<file path="src/rtl/matmul_pkg.sv">
// Shared types and constants for the 2x2 matrix multiplier product path.
package matmul_pkg;

  localparam int unsigned ELEM_W             = 4;
  localparam int unsigned PROD_W             = 2 * ELEM_W;
  localparam int unsigned MAT_W              = 4 * ELEM_W;
  localparam int unsigned NUM_PRODUCTS       = 8;
  localparam int unsigned SLOT_W             = 3;
  localparam int unsigned CYCLES_PER_PRODUCT = ELEM_W + 2;
  localparam int unsigned STEP_W             = $clog2(ELEM_W);

  typedef enum logic [2:0] {
    ST_IDLE  = 3'd0,
    ST_LOAD  = 3'd1,
    ST_MULT  = 3'd2,
    ST_WRITE = 3'd3,
    ST_DONE  = 3'd4
  } state_e;

  // Element at (row,col) of a packed 2x2 matrix, row-major, element 00 in the LSBs.
  function automatic logic [ELEM_W-1:0] elem(input logic [MAT_W-1:0] mat,
                                             input logic row, input logic col);
    logic [MAT_W-1:0] shifted;
    shifted = mat >> (ELEM_W * {row, col});
    return shifted[ELEM_W-1:0];
  endfunction

endpackage

</file>
<file path="src/rtl/shift_add_mult.sv">
// Sequential unsigned shift-add multiplier; one partial-product step per step pulse.
module shift_add_mult
  import matmul_pkg::*;
(
  input  logic              clk,
  input  logic              reset,
  input  logic              load,
  input  logic              step,
  input  logic [ELEM_W-1:0] multiplicand,
  input  logic [ELEM_W-1:0] multiplier,
  output logic [PROD_W-1:0] product_c
);

  logic [PROD_W-1:0] mcand_q, mcand_d;
  logic [ELEM_W-1:0] mplr_q, mplr_d;
  logic [PROD_W-1:0] acc_q, acc_d;

  // product_c is the accumulator value after this cycle's step, so the
  // sequencer can register the finished product on the final step edge.
  assign product_c = acc_d;

  always_comb begin
    mcand_d = mcand_q;
    mplr_d  = mplr_q;
    acc_d   = acc_q;
    if (load) begin
      mcand_d = PROD_W'(multiplicand);
      mplr_d  = multiplier;
      acc_d   = '0;
    end else if (step) begin
      if (mplr_q[0]) begin
        acc_d = acc_q + mcand_q;
      end
      mplr_d  = mplr_q >> 1;
      mcand_d = mcand_q << 1;
    end
  end

  always_ff @(posedge clk) begin
    if (reset) begin
      mcand_q <= '0;
      mplr_q  <= '0;
      acc_q   <= '0;
    end else begin
      mcand_q <= mcand_d;
      mplr_q  <= mplr_d;
      acc_q   <= acc_d;
    end
  end

endmodule

</file>
<file path="src/rtl/product_sequencer.sv">
// Computes the 8 partial products A[i][k]*B[k][j] and writes them to register-file slots {i,j,k}.
module product_sequencer
  import matmul_pkg::*;
(
  input  logic              clk,
  input  logic              reset,
  input  logic              start,
  input  logic [MAT_W-1:0]  mat_a,
  input  logic [MAT_W-1:0]  mat_b,
  output logic              busy,
  output logic              done,
  output logic [PROD_W-1:0] product_out,
  output logic [SLOT_W-1:0] reg_specifier,
  output logic              update_file_reg
);

  // LOAD and WRITE take one cycle each; the remainder of a product slot is MULT.
  localparam int unsigned MULT_STEPS = CYCLES_PER_PRODUCT - 2;

  state_e            state_q, state_d;
  logic [SLOT_W-1:0] p_q, p_d;
  logic [STEP_W-1:0] cnt_q, cnt_d;
  logic [MAT_W-1:0]  mat_a_q, mat_a_d;
  logic [MAT_W-1:0]  mat_b_q, mat_b_d;
  logic              busy_q, busy_d;
  logic              done_q, done_d;
  logic [PROD_W-1:0] prod_q, prod_d;
  logic [SLOT_W-1:0] spec_q, spec_d;
  logic              upd_q, upd_d;

  logic              mult_load_c;
  logic              mult_step_c;
  logic [ELEM_W-1:0] mcand_c;
  logic [ELEM_W-1:0] mplr_c;
  logic [PROD_W-1:0] mult_prod_c;

  // p = {i,j,k}: multiplicand A[i][k], multiplier B[k][j].
  assign mcand_c = elem(mat_a_q, p_q[2], p_q[0]);
  assign mplr_c  = elem(mat_b_q, p_q[0], p_q[1]);

  shift_add_mult u_mult (
    .clk          (clk),
    .reset        (reset),
    .load         (mult_load_c),
    .step         (mult_step_c),
    .multiplicand (mcand_c),
    .multiplier   (mplr_c),
    .product_c    (mult_prod_c)
  );

  always_comb begin
    state_d     = state_q;
    p_d         = p_q;
    cnt_d       = cnt_q;
    mat_a_d     = mat_a_q;
    mat_b_d     = mat_b_q;
    prod_d      = prod_q;
    spec_d      = spec_q;
    upd_d       = 1'b0;
    done_d      = 1'b0;
    mult_load_c = 1'b0;
    mult_step_c = 1'b0;

    case (state_q)
      ST_IDLE: begin
        if (start) begin
          mat_a_d = mat_a;
          mat_b_d = mat_b;
          p_d     = '0;
          state_d = ST_LOAD;
        end
      end
      ST_LOAD: begin
        mult_load_c = 1'b1;
        cnt_d       = '0;
        state_d     = ST_MULT;
      end
      ST_MULT: begin
        mult_step_c = 1'b1;
        cnt_d       = cnt_q + STEP_W'(1);
        // Outputs are registered, so the write strobe is set up on the last step edge.
        if (cnt_q == STEP_W'(MULT_STEPS - 1)) begin
          state_d = ST_WRITE;
          upd_d   = 1'b1;
          prod_d  = mult_prod_c;
          spec_d  = p_q;
        end
      end
      ST_WRITE: begin
        if (p_q == SLOT_W'(NUM_PRODUCTS - 1)) begin
          p_d     = '0;
          done_d  = 1'b1;
          state_d = ST_DONE;
        end else begin
          p_d     = p_q + SLOT_W'(1);
          state_d = ST_LOAD;
        end
      end
      ST_DONE: begin
        state_d = ST_IDLE;
      end
      default: begin
        state_d = ST_IDLE;
      end
    endcase

    busy_d = (state_d != ST_IDLE);
  end

  always_ff @(posedge clk) begin
    if (reset) begin
      state_q <= ST_IDLE;
      p_q     <= '0;
      cnt_q   <= '0;
      mat_a_q <= '0;
      mat_b_q <= '0;
      busy_q  <= 1'b0;
      done_q  <= 1'b0;
      prod_q  <= '0;
      spec_q  <= '0;
      upd_q   <= 1'b0;
    end else begin
      state_q <= state_d;
      p_q     <= p_d;
      cnt_q   <= cnt_d;
      mat_a_q <= mat_a_d;
      mat_b_q <= mat_b_d;
      busy_q  <= busy_d;
      done_q  <= done_d;
      prod_q  <= prod_d;
      spec_q  <= spec_d;
      upd_q   <= upd_d;
    end
  end

  assign busy            = busy_q;
  assign done            = done_q;
  assign product_out     = prod_q;
  assign reg_specifier   = spec_q;
  assign update_file_reg = upd_q;

endmodule

</file>
<file path="config.mk">
export PLATFORM = sky130hd
export DESIGN_NAME = product_sequencer
export DESIGN_NICKNAME = d
export VERILOG_FILES = /design/src/rtl/matmul_pkg.sv /design/src/rtl/shift_add_mult.sv /design/src/rtl/product_sequencer.sv
export SDC_FILE = /design/constraint.sdc
export NUM_CORES = 1
export LEC_CHECK = 0
export CAP_MARGIN = 20
export CORE_MARGIN = 1
export CORE_UTILIZATION = 58
export DETAILED_ROUTE_END_ITERATION = 7
export PLACE_DENSITY = 0.85
export SYNTH_ARGS = -nofsm -noshare
export SYNTH_HDL_FRONTEND = slang
export SYNTH_SLANG_ARGS = --single-unit
</file>
<file path="constraint.sdc">
create_clock -name clk -period 6.5 [get_ports clk]
set_clock_uncertainty 0.2 [all_clocks]
set_input_delay 0.975 -clock clk [delete_from_list [all_inputs] [get_ports clk]]
set_output_delay 0.975 -clock clk [all_outputs]
set_load 0.03 [all_outputs]
</file>
## Yosys cells after proc, flatten, opt, wreduce, memory -nomap -nowiden

Index checks and enable logic that the tools add are counted.

- Output and inout port bits: 14
- Register bits: 74

- Equal/unequal tests: 6
- Shift operators: 2
- Add/subtract/negate cells: 3
- Multiplexer cells: 19
- Bitwise logic cells: 2
- Reduce and logical (&&, ||, !) cells: 11

Operator list:

| operator | number |
|---|---|
| $shr 16x4->4 | 2 |
| $mux 8 | 3 |
| $mux 4 | 4 |
| $mux 3 | 5 |
| $pmux 3 s4 | 1 |
| $add 8x8->8 | 1 |
| $eq 3x2->1 const B | 2 |
| $pmux 3 s2 | 1 |
| $reduce_and 2->1 | 3 |
| $reduce_bool 2->1 | 3 |
| $reduce_or 2->1 | 3 |
| $mux 1 | 4 |
| $pmux 2 s2 | 1 |
| $add 3x1->3 const B | 1 |
| $eq 3x1->1 const B | 1 |
| $eq 3x3->1 const B | 1 |
| $logic_not 3->1 | 1 |
| $reduce_bool 3->1 | 1 |
| $add 2x1->2 const B | 1 |
| $eq 2x2->1 const B | 1 |
| $ne 2x2->1 const B | 1 |
| $not 1->1 | 2 |

## Longest topological paths before layout

Gate-level depths: netlist of the first run.

- Depth in word-level cells: 4
- Mapped depth: 6
- Gate-level depth less buffers: 6

## Hierarchy

From an unflattened synthesis of the first run, not the netlist that was laid out.

- Cells, all modules: 384
- Area, all modules: 3313.2 µm²

By module, submodules not included:

| module | cells each | area an instance (µm²) | seq. area each (µm²) | times used |
|---|---|---|---|---|
| product_sequencer | 253 | 2192.1 | 1081.0 | 1 |
| shift_add_mult | 131 | 1121.1 | 400.4 | 1 |

## Worst setup path before layout of the first run

Ideal clock, no wire load.

- Kind: in2reg
- Start point: in reset
- End point: reg cnt_q[0]
- Path slack: 4356 ps
- Buffers on the path: 3
- Data arrival time: 1817 ps
- Stages on the path: 4
- Setup time: 128 ps
- Cell sequence: clkbuf_1 clkbuf_1 clkbuf_1 nor2_1

RTL lines:

| item | RTL line | source |
|---|---|---|
| from (decl) | product_sequencer.sv:6 | `input logic reset,` |
| to (signal assigned) | product_sequencer.sv:125 | `cnt_q <= cnt_d;` |
| to (decl) | product_sequencer.sv:22 | `logic [STEP_W-1:0] cnt_q, cnt_d;` |

No word-level cell between the ends.

## Worst setup path after layout of the first run

- Start point: reg state_q[1]
- End point: reg prod_q[4] (netlist: product_out[4])

- Word-level cells in the longest chain between the ends: 4

Ends and longest elaborated chain:

| item | RTL line | source |
|---|---|---|
| from (decl) | product_sequencer.sv:20 | `state_e state_q, state_d;` |
| from (signal assigned) | product_sequencer.sv:123 | `state_q <= state_d;` |
| $eq 3x2->1 | product_sequencer.sv:64 | `case (state_q)` |
| $mux 1 | product_sequencer.sv:64 |  |
| $mux 8 | shift_add_mult.sv:30 | `end else if (step) begin` |
| $mux 8 | shift_add_mult.sv:26 | `if (load) begin` |
| to (signal assigned) | product_sequencer.sv:130 | `prod_q <= prod_d;` |
| to (decl) | product_sequencer.sv:27 | `logic [PROD_W-1:0] prod_q, prod_d;` |

Several ways; a longest one is shown, not always the timed one.
A chain may end at the register's enable or synchronous reset.

==> flow_summary.ini, run 1 <==
[cts]
cts_inserted_buffers = 9
clock-sinks = 74
insertion_delay_ns = 0.35
post-cts-setup-buffer-count = 0
root_buffer = clkbuf_8
clk_pin_slew_worst_paths_ns = 0.07
holdBufCountCts = 0
cts_buffer_depth = 2
post_cts_resize_count = 0
tritoncts = done
htreeDepth = 3

[synthesis]
synth.top_cell.area_share_pct = 44.6
syn_nets = 409
yosys_warnings = 0
synthCells = 363
yosys_most_used_dff = dfxtp_1
async_flop_share_pct = 0
synth.area.top_cells = dfxtp_1 45%, nand2_1 9.6%, a21oi_1 7.5%
synth.cell_area_mm2 = 0.00332
ys_seq_area_share_pct = 44.6
synth_cell_types = 57
synth-seq-cells = 74
synth_top_area_cell = dfxtp_1
synth-edff-count = 0
syn_avg_cell_area_um2 = 9.16

[flow_run]
cap_violations = 0

[sta]
finalHoldViolations = 0
timing.fmax_ghz = 0.383
tightest_slew_ns = 1.04
relSlewSlack_pct = 30.6
fin_crit_ns = 2.61
post-route-period-util_pct = 40.1
setup_tns_ns = 0
setup-violations-final = 0
finalWorstSetupSlack_ns = 3.89
rsz0062_at_grt = false
maxSlewViolCount = 0

[layout]
top_regs = mat_a_q (16), mat_b_q (16)
nets = 444
num_antenna_cells = 0
final_common_cell = nand2_1
mostFrequentLayoutCells = 85 x nand2_1, 74 x dfxtp_1, 50 x a21oi_1
drive_gt1_share_pct = 9.18
area_growth_pct = 18.7

[grt]
grt_usage_pct = 23.6
antenna_found_initial = 0
grt_pass1_vias = 2520
globalRouteOverflowTotal = 0
grt_first_pass_wirelength_mm = 11.1
grt_max_degree = 74

[critical_path]
path_class = flip-flop to flip-flop
critPathMaxFanout = 14
worstRegToRegCells = 4
critical_path_required_ns = 6.53
endpoint_kind = flip-flop
worst_setup_path_start_kind = flip-flop
arrival_ns = 2.64

[worst_hold_path]
hold_path.class = flip-flop to flip-flop
hold_depth = 2

[floorplan]
die_x_um = 77.7
die_area_mm2 = 0.00604
fp.dieH_um = 77.7
core-area_mm2 = 0.00551
start_util_pct = 60.4
io_pins = 49
rows = 27

[routing]
drc = 0
ant_nets = 0
routed_via_density = 5.65
finalWirelength_mm = 6.50
drt-pass1-iter-count = 4
vias = 2683
wl_per_cell_um = 13.7
drtIter0Drc = 115

[placed_design]
gp_congestion = 0.792
hpwl_mm = 4.47
post-place-ws_ns = 3.80
portBuffers = 48

[power]
total_leakage_power_uw = 0.00149
irDropWorstVdd_uv = 152
power_density_mw_per_mm2 = 248

[outcome]
status = completed
layer usage:
layer,vias to the layer above,track usage (%),part of all wire (%)
li1,1350,-,-
met1,1252,28.9,46
met2,70,39.9,49
met3,11,5.65,3.9
met4,0,9.62,1.6
met5,-,0,0
stage by stage:
stage	area, µm²	hold slack (ns)	util (%)	cells	total power [µW]
6_report	3950	0.253	71.7	475	979
2_1_floorplan	3320	0.233	-	363	574
3_5_place_dp	3730	0.246	67.7	459	601
3_3_place_gp	3730	0.239	67.7	459	597
4_1_cts	3950	0.256	71.7	475	985
5_1_grt	3950	0.278	71.7	475	1020
report_power, final:
part / total [µW] / internal (µW) / leakage (µW) / switching, µW
sequential: 487 / 473 / 0.000602 / 14.3
combinational: 103 / 49.5 / 0.000780 / 53.3
clock: 389 / 225 / 0.000109 / 164
total: 979 / 748 / 0.00149 / 231
path summary, 6_finish.rpt:
check	to	slack, ns	start
worst max-delay path	product_out[4]	3.89	state_q[1]
worst min-delay path	mat_b_q[8]	0.25	mat_b_q[8]
worst max register to register	product_out[4]	3.89	state_q[1]
worst min register to register	mat_b_q[8]	0.25	mat_b_q[8]
worst max-delay path, cell delays in order (launching register included):
cell	delay, ns
dfxtp_1	0.58
nor3b_2	0.91
nand2_1	0.50
nand3b_1	0.22
o31ai_1	0.08
layout make-up:
type                            instances  area (µm²)
Clock buffer                           11         141
Tap cell                               72        90.1
Clock inverter                          5        77.6
Timing Repair Buffer                   50         490
Fill cell                             448        1560
Sequential cell                        74        1480
Multi-Input combinational cell        258        1650
Inverter                                5        18.8
cells in the mapped netlist (2+ instances only):
master	n
nand3b_1	3
dfxtp_1	74
nand2_1	85
mux2_2	2
ha_1	10
o21bai_1	2
nand2b_1	2
a21o_1	2
nor3_1	4
a211oi_1	2
o21ai_0	5
a22oi_1	11
o211ai_1	2
buf_4	3
a31oi_1	3
xor2_1	2
a21oi_1	50
xnor2_1	2
nor3b_1	3
mux2i_1	6
nor2_1	20
buf_8	3
mux4_2	8
and2_1	2
nand3_1	3
o21ai_1	2
inv_1	5
buf_6	4
buf_2	7
clkbuf_1	9
logic make-up after synthesis:
kind of cell | after synthesis | synth area share [%]
DFF | 74 | 44.6
buffers and inverters | 31 | 6.02
adders and majority gates | 11 | 4.37
muxes | 16 | 7.90
and+or+nand+nor | 137 | 19.6
AOI/OAI and AO/OA | 90 | 16.4
xor gates and xnor gates | 4 | 1.05
Power figures use the tool's default switching activity.
==> run 2, diff against run 1 <==
- CORE_UTILIZATION: 58 -> 54
- PLACE_DENSITY: 0.85 -> 0.79
- clock period: 6.5 -> 2.7 ns (I/O delays scaled with it)
==> run 2 against run 1 <==
  * Die area is 7.2% higher
  * Combinational power rose by 150%
  * Largest power group unchanged
  * Critical path type unchanged
  * Via count decreased by 0.89%
==> flow_summary.ini, run 2 (synthesis gave the netlist of run 1 again) <==
[critical_path]
endpoint_kind = flip-flop
critPathMaxFanout = 3
cp.depth = 6
arrival_ns = 2.20
cp_top_family = compound AO/OA/AOI/OAI gates
r2r_start = u_mult.mcand_q[0]
crit_start = u_mult.mcand_q[0]
worst-path-buf-inv = 0
cp_slowest_cell = fa_1
critical_path_required_ns = 2.70
worstRegToRegCells = 6
path_class = flip-flop to flip-flop
max_stage_delay_ns = 0.41
path_cells = ha_1 -> fa_1 -> a21o_1 -> a221oi_1 -> or4_1 -> o311ai_0
worst_setup_path_start_kind = flip-flop

[sta]
post-route-period-util_pct = 81.7
relSlewSlack_pct = 61.2
finalHoldWorstSlack_ns = 0.257
setup_tns_ns = 0
setup-violations-final = 0
rsz0062_at_grt = false
maxSlewViolCount = 0
fin_crit_ns = 2.21
finalHoldViolations = 0
tightest_slew_ns = 0.582
timing.fmax_ghz = 0.453

[layout]
final_common_cell = nand2_1
mostFrequentLayoutCells = 85 x nand2_1, 74 x dfxtp_1, 50 x a21oi_1
fin_cells = 483
drive_gt1_share_pct = 10.3
fillCellCount = 498
area_growth_pct = 20.5
top_regs = mat_a_q (16), mat_b_q (16)
post-route-util_pct = 67.7
nets = 449
final_area_mm2 = 0.00401
num_antenna_cells = 0

[floorplan]
start_util_pct = 56.1
die_area_mm2 = 0.00647
die_x_um = 80.5
rows = 28
fp.dieH_um = 80.5
io_pins = 49
core-area_mm2 = 0.00592

[power]
total_leakage_power_uw = 0.00153
power_density_mw_per_mm2 = 611
irDropWorstVdd_uv = 399

[routing]
finalWirelength_mm = 6.60
wl_per_cell_um = 13.7
drc = 0
drtIter0Drc = 113
drt-pass1-iter-count = 4
ant_nets = 0
routed_via_density = 5.51
vias = 2659

[cts]
htreeDepth = 3
root_buffer = clkbuf_8
post_cts_resize_count = 0
post-cts-setup-buffer-count = 0
cts_inserted_buffers = 9
cts_buffer_depth = 2
tritoncts = done
clock-sinks = 74
insertion_delay_ns = 0.34
clk_pin_slew_worst_paths_ns = 0.08
holdBufCountCts = 0

[worst_hold_path]
hold_depth = 2
hold_path.class = flip-flop to flip-flop
min_from = mat_a_q[12]

[placed_design]
hpwl_mm = 4.67
place_area_mm2 = 0.00376
dp_cells = 467
gp_congestion = 0.836
portBuffers = 48

[grt]
grt_max_degree = 34
grt_usage_pct = 23.0
grt_first_pass_wirelength_mm = 11.3
globalRouteOverflowTotal = 0
antenna_found_initial = 0
grt_pass1_vias = 2506

[flow_run]
cap_violations = 0

[outcome]
status = completed
-- run 2: final cells by class --
cell class                      count  area [µm²]  area share (%)
Timing Repair Buffer               55         528            13.2
Tap cell                           75        93.8            2.34
Inverter                            5        18.8           0.468
Sequential cell                    74        1480            37.0
Clock buffer                        9         124            3.09
Multi-Input combinational cell    258        1640            41.0
Clock inverter                      7         118            2.94
-- run 2: power by group --
part           total [µW]  internal, µW  switching (µW)
registers            1170          1140            33.4
logic                 256           125             131
clock network        1020           613             408
total                2450          1880             572
-- run 2: per-stage QoR --
| stage | power, µW | setup slack, ns |
|---|---|---|
| 2_1_floorplan | 1380 | 0.648 |
| 3_5_place_dp | 1450 | 0.499 |
| 3_3_place_gp | 1440 | 0.562 |
| 6_report | 2450 | 0.494 |
| 4_1_cts | 2470 | 0.497 |
| 5_1_grt | 2550 | 0.395 |
-- run 2: path summary, 6_finish.rpt --
path                     endpoint  slack [ns]
hold reg to reg       mat_a_q[12]        0.26
hold / removal        mat_a_q[12]        0.26
setup / recovery  u_mult.acc_q[6]        0.49
setup reg to reg  u_mult.acc_q[6]        0.49
-- run 2: worst register-to-register path, cell delays in order (launching register included) --
cell      delay (ns)
dfxtp_1         0.33
ha_1            0.21
fa_1            0.41
a21o_1          0.23
a221oi_1        0.40
or4_1           0.17
o311ai_0        0.11
-- run 2: per-layer routing --
metal,part of all wire (%),vias to the layer above,track usage (%)
li1,-,1357,-
met1,48,1240,28.8
met2,47,51,38.5
met3,3.2,11,4.09
met4,1.7,0,10.2
met5,0,-,0
==> run 3, diff against run 2 <==
- clock period: 2.7 -> 2.1 ns (I/O delays scaled with it)
==> run 3 against run 2 <==
  * First-iteration DRC count shrank 1.8%
  * Final cell count grew 1.9%
  * Sequential share of layout area shrank 0.28 points
  * Critical endpoint is now product_out[6]
==> flow_summary.ini, run 3 (synthesis gave the netlist of run 1 again) <==
[sta]
post-route-period-util_pct = 95.8
fin_crit_ns = 2.01
rsz0062_at_grt = true
finalWorstSetupSlack_ns = 0.0883
finalHoldViolations = 0
maxSlewViolCount = 0
setup-violations-final = 0
timing.fmax_ghz = 0.497
finalHoldWorstSlack_ns = 0.172
tightest_slew_ns = 0.408
relSlewSlack_pct = 72.8

[floorplan]
core-area_mm2 = 0.00592
die_area_mm2 = 0.00647
die_x_um = 80.5
io_pins = 49
fp.dieH_um = 80.5
rows = 28
start_util_pct = 56.1

[layout]
num_antenna_cells = 0
area_growth_pct = 21.6
nets = 459
drive_gt1_share_pct = 13.4
top_regs = mat_a_q (16), mat_b_q (16)
mostFrequentLayoutCells = 85 x nand2_1, 72 x dfxtp_1, 50 x a21oi_1
final_common_cell = nand2_1

[critical_path]
endpoint_kind = flip-flop
cp_slowest_cell = dfxtp_2
max_stage_delay_ns = 0.34
path_cells = ha_4 -> fa_2 -> a21o_1 -> a221oi_2 -> buf_4 -> xor2_1 -> a31oi_1
path_class = flip-flop to flip-flop
worst-path-buf-inv = 1
critPathMaxFanout = 3
arrival_ns = 2.03
critical_path_required_ns = 2.12
worst_setup_path_start_kind = flip-flop
cp_top_family = compound AO/OA/AOI/OAI gates

[placed_design]
gp_congestion = 0.849
post-place-ws_ns = -0.0320
portBuffers = 48
hpwl_mm = 4.98

[grt]
grt_pass1_vias = 2639
grt_usage_pct = 24.8
antenna_found_initial = 0
globalRouteOverflowTotal = 0
grt_first_pass_wirelength_mm = 12.2
grt_max_degree = 36

[routing]
ant_nets = 0
routed_via_density = 5.51
vias = 2713
drc = 0
drtIter0Drc = 111
drt-pass1-iter-count = 4
wl_per_cell_um = 14.2
finalWirelength_mm = 6.97

[power]
total_leakage_power_uw = 0.00154
power_density_mw_per_mm2 = 701
irDropWorstVdd_uv = 370
power_frac_comb_pct = 12.2
power_frac_seq_pct = 53.1
switching_power_uw = 717
p_int_uw = 2120
power.share.clock_pct = 34.7
p_sw_share_pct = 25.3

[cts]
cts_inserted_buffers = 9
cts_buffer_depth = 2
tritoncts = done
htreeDepth = 3
clk_pin_slew_worst_paths_ns = 0.07
clock-sinks = 74
insertion_delay_ns = 0.35
post-cts-setup-buffer-count = 0
root_buffer = clkbuf_8

[flow_run]
cap_violations = 0

[outcome]
status = completed

[worst_hold_path]
hold_path.class = primary input to flip-flop
[run 3: cell types whose count changed in the layout (fill, tap and decap cells not counted), moves of 2 or more]
cell,change
dfxtp_2,+2
clkbuf_8,+2
clkbuf_1,+2
bufinv_16,-3
buf_4,+10
clkinv_4,-2
dfxtp_1,-2
[run 3: final timing paths]
| check | to | cells after the start | from | slack (ns) |
|---|---|---|---|---|
| min reg2reg | mat_b_q[9] | 2 | mat_b_q[9] | 0.25 |
| max | product_out[6] | 7 | u_mult.acc_q[0] | 0.09 |
| min | u_mult.acc_q[1] | 2 | reset | 0.17 |
| max reg2reg | product_out[6] | 7 | u_mult.acc_q[0] | 0.09 |
[run 3: worst reg2reg max path, cell delays in order, from the launching register on]
cell	delay, ns
dfxtp_2	0.34
ha_4	0.16
fa_2	0.33
a21o_1	0.23
a221oi_2	0.24
buf_4	0.15
xor2_1	0.13
a31oi_1	0.09
[run 3: routing by layer]
layer / GRT usage [%] / routed length [µm] / vias up
li1: - / - / 1367
met1: 31.6 / 3300 / 1270
met2: 39.2 / 3270 / 61
met3: 4.20 / 230 / 15
met4: 14.3 / 162 / 0
met5: 0 / 0 / -
[run 3: area by class of cell]
class | instances | area (µm²)
Clock buffer | 13 | 159
Clock inverter | 2 | 12.5
Fill cell | 479 | 1880
Inverter | 5 | 18.8
Multi-Input combinational cell | 258 | 1670
Sequential cell | 74 | 1480
Tap cell | 75 | 93.8
Timing Repair Buffer | 65 | 603
[run 3: power by group through the flow]
stage	clock (µW)	sequential, µW	combinational (µW)
after floorplan	0	1530	253
after detailed placement	0	1540	345
after global placement	0	1530	336
after CTS	1000	1510	346
final	984	1510	346
after global routing	1060	1510	384
[run 3: stage by stage]
step | utilization [%] | total power (µW) | cell area (µm²) | TNS, ns | cells
6_report | 68.3 | 2840 | 4040 | 0 | 492
5_1_grt | 68.3 | 2960 | 4040 | -0.0262 | 492
4_1_cts | 67.9 | 2850 | 4020 | 0 | 492
3_5_place_dp | 64.9 | 1880 | 3840 | -0.0888 | 477
3_3_place_gp | 64.9 | 1870 | 3840 | 0 | 477
2_1_floorplan | - | 1780 | 3320 | 0 | 363
[run 3: timing repair]
action                                  4_1_cts  5_1_grt
endpoints found under the setup margin        4       10
gates resized for setup                       3        7
pin swaps                                     1        2
hold buffers                                  0        0
